### src/rtl/imem_loader_if.sv
// rtl/imem_loader_if.sv - byte stream handshake between host link and imem_loader
interface imem_loader_if;
    logic [7:0] s_data;
    logic       s_valid;
    logic       s_ready;

    modport master (output s_data, output s_valid, input s_ready);
    modport slave  (input s_data, input s_valid, output s_ready);
endinterface

### src/rtl/imem_loader.sv
// rtl/imem_loader.sv - framed byte-stream writer into instruction memory, holds core until loaded
// Optional trailing checksum byte enabled by IMEM_LOADER_CHECKSUM_EN.
module imem_loader #(
    parameter int MEM_NBYTE = 4096,
    parameter int ADDR_W    = 12
) (
    input  logic              clk,
    input  logic              rst_n,
    input  logic              start,
    imem_loader_if.slave      link,
    output logic              mem_we,
    output logic [ADDR_W-1:0] mem_waddr,
    output logic [7:0]        mem_wdata,
    output logic              busy,
    output logic              done,
    output logic              error,
    output logic              cpu_hold
);

`ifdef IMEM_LOADER_CHECKSUM_EN
    typedef enum logic [2:0] {IDLE, LEN_LO, LEN_HI, DATA, CSUM, DONE, ERR} state_t;
    localparam state_t FIN = CSUM;
`else
    typedef enum logic [2:0] {IDLE, LEN_LO, LEN_HI, DATA, DONE, ERR} state_t;
    localparam state_t FIN = DONE;
`endif

    localparam logic [15:0] MAX_LEN = 16'(MEM_NBYTE);

    state_t      state, state_nx;
    logic        s_ready_q, xfer;
    logic [15:0] len, cnt, len_full;
    logic        s_ready_nx, mem_we_nx, busy_nx, done_nx, error_nx, cpu_hold_nx;

`ifdef IMEM_LOADER_CHECKSUM_EN
    logic [7:0]  sum, csum_tot;
    assign csum_tot = sum + link.s_data;
`endif

    // start outranks a coincident byte, which is left on the link
    assign xfer         = link.s_valid && s_ready_q && !start;
    assign len_full     = {link.s_data, len[7:0]};
    assign link.s_ready = s_ready_q;

    always_ff @(posedge clk) begin
        if (!rst_n) begin
            state     <= IDLE;
            s_ready_q <= 1'b0;
            mem_we    <= 1'b0;
            mem_waddr <= '0;
            mem_wdata <= 8'd0;
            busy      <= 1'b0;
            done      <= 1'b0;
            error     <= 1'b0;
            cpu_hold  <= 1'b1;
            len       <= 16'd0;
            cnt       <= 16'd0;
`ifdef IMEM_LOADER_CHECKSUM_EN
            sum       <= 8'd0;
`endif
        end else begin
            state     <= state_nx;
            s_ready_q <= s_ready_nx;
            mem_we    <= mem_we_nx;
            busy      <= busy_nx;
            done      <= done_nx;
            error     <= error_nx;
            cpu_hold  <= cpu_hold_nx;
            if (mem_we_nx) begin
                mem_waddr <= cnt[ADDR_W-1:0];
                mem_wdata <= link.s_data;
            end
            if (start) begin
                len <= 16'd0;
                cnt <= 16'd0;
`ifdef IMEM_LOADER_CHECKSUM_EN
                sum <= 8'd0;
`endif
            end else if (xfer) begin
                case (state)
                    LEN_LO: len[7:0]  <= link.s_data;
                    LEN_HI: len[15:8] <= link.s_data;
                    DATA: begin
                        cnt <= cnt + 16'd1;
`ifdef IMEM_LOADER_CHECKSUM_EN
                        sum <= sum + link.s_data;
`endif
                    end
                    default: ;
                endcase
            end
        end
    end

    always_comb begin
        state_nx = state;
        if (start) begin
            state_nx = LEN_LO;
        end else if (xfer) begin
            case (state)
                LEN_LO: state_nx = LEN_HI;
                LEN_HI: begin
                    if (len_full > MAX_LEN)
                        state_nx = ERR;
                    else if (len_full == 16'd0)
                        state_nx = FIN;
                    else
                        state_nx = DATA;
                end
                DATA: if (cnt == len - 16'd1) state_nx = FIN;
`ifdef IMEM_LOADER_CHECKSUM_EN
                CSUM: state_nx = (csum_tot == 8'd0) ? DONE : ERR;
`endif
                default: ;
            endcase
        end
    end

    // Outputs are registered copies of the decode of the next state
    always_comb begin
        busy_nx     = (state_nx != IDLE) && (state_nx != DONE) && (state_nx != ERR);
        s_ready_nx  = busy_nx && !start;
        mem_we_nx   = xfer && (state == DATA);
        done_nx     = (state_nx == DONE);
        error_nx    = (state_nx == ERR);
        cpu_hold_nx = (state_nx != DONE);
    end

endmodule

### src/flat_wrapper.sv
// flat-port wrapper written by rule: the top's interface ports become plain ports
module imem_loader_flat 
#(
    parameter int MEM_NBYTE = 4096,
    parameter int ADDR_W    = 12
)
  (clk, rst_n, start, mem_we, mem_waddr, mem_wdata, busy, done, error, cpu_hold, link_s_data, link_s_valid, link_s_ready);
  imem_loader_if link_i ();
  input  logic clk;
  input  logic rst_n;
  input  logic start;
  output logic mem_we;
  output logic [ADDR_W-1:0] mem_waddr;
  output logic [7:0] mem_wdata;
  output logic busy;
  output logic done;
  output logic error;
  output logic cpu_hold;
  input wire logic [$bits(link_i.s_data)-1:0] link_s_data;
  input wire logic [$bits(link_i.s_valid)-1:0] link_s_valid;
  output wire logic [$bits(link_i.s_ready)-1:0] link_s_ready;
  assign link_i.s_data = link_s_data;
  assign link_i.s_valid = link_s_valid;
  assign link_s_ready = link_i.s_ready;
  imem_loader #(.MEM_NBYTE(MEM_NBYTE), .ADDR_W(ADDR_W)) u_core (.clk(clk), .rst_n(rst_n), .start(start), .link(link_i), .mem_we(mem_we), .mem_waddr(mem_waddr), .mem_wdata(mem_wdata), .busy(busy), .done(done), .error(error), .cpu_hold(cpu_hold));
endmodule
### config.mk
export PLATFORM = sky130hd
export DESIGN_NAME = imem_loader_flat
export DESIGN_NICKNAME = d
export VERILOG_FILES = /design/src/rtl/imem_loader_if.sv /design/src/rtl/imem_loader.sv /design/src/flat_wrapper.sv
export SDC_FILE = /design/constraint.sdc
export NUM_CORES = 1
export LEC_CHECK = 0
export CAP_MARGIN = 15
export CORE_ASPECT_RATIO = 0.6
export CORE_MARGIN = 2
export CORE_UTILIZATION = 50
export DETAILED_ROUTE_END_ITERATION = 6
export GPL_ROUTABILITY_DRIVEN = 0
export GPL_TIMING_DRIVEN = 0
export PLACE_DENSITY = 0.71
export SKIP_LAST_GASP = 1
export SYNTH_ARGS = -nofsm -noshare
export SYNTH_HDL_FRONTEND = slang
export SYNTH_SLANG_ARGS = --single-unit
### constraint.sdc
create_clock -name clk -period 8.7 [get_ports clk]
set_clock_uncertainty 0.05 [all_clocks]
set_input_delay 1.74 -clock clk [delete_from_list [all_inputs] [get_ports clk]]
set_output_delay 1.74 -clock clk [all_outputs]
set_load 0.005 [all_outputs]
==> run metrics <==
count of final setup violators 0; Worst Hold Path EP u_core.mem_waddr[7]; final net count between 400 and 500; ys flop type dfxtp_1; Max Slew Vio Count 0; Starting Density 52.2%; RSZ-0062 raised after global routing false; Die ar. about 6500 um^2; ant diodes 0; first-pass GRT wire length 12200 um; CP Launch Type input port; Worst Hold Class flop to flop; Synth async-reset ratio 0%; register-to-register path setup slack around 5500 ps; TritonCTS clock tree yes; CP arrival about 4400 ps; worst r2r dst u_core.cpu_hold; syn avg cell area between 8 and 9 um^2; Root Driver clkbuf_8; reg2reg path depth 10; Core Area between 5000 and 6000 um^2; Antenna Nets Post-Route 0; Tcrit/Tclk final 48.1%; Post-CTS Resized 0; Netlist cell types 46; worst slew pin tran 600 ps; CTS Buf Count 9; critical path data required time 8870 ps; vias per inst 5.37; CTS HTree Levels 3; row cnt 21; clk sink count a little over 60; Clock Latency Late Sink between 300 and 400 ps; CP dominant cell by count or3_1; post-synthesis register bit count a little over 60; hold path startpoint u_core.mem_waddr[7]; count of hold buffers inserted by post-cts repair 0; Longest Clk Path Bufs 2; outcome complete, no violations; Area Overhead vs Synth 24.3%; die width 103 um; Mapped Area ~2900 um^2; Global Route Usage Sum between 20% and 30%; largest net degree at the start of global routing 11; CP max stage cell or4_1; Final min period roughly 4200 ps; slowest stage delay, CP 530 ps; Syn Inst Count approximately 350; Port-buffer cells 37; Worst Setup End Kind flop; Final Hold Fails 0; Top Usage Layer GRT met1; worst-path maximum fanout 4; dpl cell area 3390 um^2; DR pass1 iterations 4; layout cell share with drive strength beyond 1 5.42%; Critical R2R Launch u_core.len[0]; Setup CP Type input port to flop; Vias between 2k and 3k; grt met3 use 7.44%; HPWL Detailed approximately 5400 um; most frequent cells in the layout 61 x dfxtp_1, 55 x nand2_1, 37 x clkdlybuf4s50_1; final hold slack 401 ps; slew margin rel. 60.0%; Fin Setup TNS 0 ps; pwr dens 167 nW/um^2; total congestion overflow 0; drt total wl 7170 um; max_cap viols 0; most common cell after layout, fill and taps aside dfxtp_1; drt initial violations 171; Peak VDD IR 96.6 uV; DRC viols 0; global routing usage on met2 32.2%; Ys Warns 0; EDFF count, synth 0; Post-CTS Setup Bufs 0; clock-pin slew of the registers on the worst-case setup and hold paths 60 ps; post-synthesis sequential area ratio between 40% and 50%; fmax 239 MHz; hold path cells 2; wire per inst 14.8 um; grt met1 use between 30% and 40%; Cells after DPL 470; Syn Nets 367; final cell count without fillers 486; P_leak 1.39 nW; Non-Filler Cell Area, Final 3630 um^2; initial antenna violation count 0; Ports 38; crit-path cells clkdlybuf4s50_1, or4_1, or3_1, xnor2_1, nor3b_1, or3_1, or2_2, or3_1; Die Height roughly 63 um; vias in the first global route 2413
==> critical path, delay by kind of cell <==
kind | cells | cell delay [ps]
xor gates and xnor gates | 1 | 150
buffers and inverters | 1 | 500
and+or+nand+nor | 6 | 1960
==> synthesized netlist by cell type (7+ instances only) <==
| library cell | n | area share, % |
|---|---|---|
| nand2_1 | 55 | 7.1 |
| xor2_1 | 12 | 3.6 |
| or3_1 | 11 | 2.4 |
| nor2_1 | 36 | 4.6 |
| clkbuf_1 | 16 | 2.1 |
| a21oi_1 | 28 | 4.8 |
| inv_1 | 9 | 1.2 |
| xnor2_1 | 17 | 5.1 |
| dfxtp_1 | 61 | 42 |
| o21ai_0 | 10 | 1.7 |
| nor3_1 | 7 | 1.2 |
| mux2i_1 | 16 | 5.5 |
==> registers in the layout, summed over array words and instances, names as in the netlist <==
| name | cells |
|---|---|
| u_core.busy | 1 |
| u_core.cnt | 16 |
| u_core.cpu_hold | 1 |
| u_core.done | 1 |
| u_core.error | 1 |
| u_core.len | 16 |
| u_core.link.s_ready | 1 |
| u_core.mem_waddr | 12 |
| u_core.mem_wdata | 8 |
| u_core.mem_we | 1 |
| u_core.state | 3 |
==> worst max path at each step <==
| stage | cells after the start | slack, ps | endpoint | from |
|---|---|---|---|---|
| 6_report | 8 | 4510 | u_core.cpu_hold | link_s_data[0] |
| 5_1_grt | 9 | 4450 | u_core.cnt[15] | start |
| 4_1_cts | 8 | 4540 | u_core.cpu_hold | link_s_data[0] |
| 3_5_place_dp | 8 | 4170 | u_core.cpu_hold | link_s_data[0] |
| 3_3_place_gp | 8 | 4170 | u_core.cpu_hold | link_s_data[0] |
| 2_1_floorplan | 7 | 4820 | u_core.cpu_hold | link_s_data[0] |
==> through the flow <==
stage                     total power, mW  util (%)  setup WS [ps]
after CTS                           0.613      64.9           4540
final                               0.608      64.9           4510
after global routing                0.629      64.9           4450
after global placement              0.307      60.6           4170
after detailed placement            0.308      60.6           4170
after floorplan                     0.295         -           4820
==> power breakdown <==
part / internal [mW] / total (mW) / switching, mW
sequential: 0.280 / 0.280 / 0.000329
clock: 0.198 / 0.306 / 0.108
combinational: 0.00848 / 0.0213 / 0.0128
==> final cells by class <==
type / instances / area, um^2
buffer: 21 / 88.8
clock buffer: 12 / 145
clock inverter: 4 / 95.1
fill: 508 / 1970
inverter: 9 / 33.8
multi-input combinational: 262 / 1580
sequential: 61 / 1220
tap: 80 / 100
timing repair buffer: 37 / 370
==> layer usage <==
layer	part of all wire, %	wire length (um)
met1	53	3790
met3	6.8	486
met4	1.0	72
met2	39	2820
met5	0	0
==> cells by family (layout without fill, tap and decap cells) <==
family | Yosys count | after routing | synth area share, %
buffers and inverters | 30 | 83 | 4.20
AO/OA/AOI/OAI | 56 | 56 | 11.7
adder cells (fa/ha/maj) | 2 | 2 | 0.857
AND/OR/NAND/NOR | 159 | 159 | 27.2
multiplexers | 16 | 16 | 5.49
XOR/XNOR | 29 | 29 | 8.70
flip-flops | 61 | 61 | 41.8
Power figures use the tool's default switching activity.
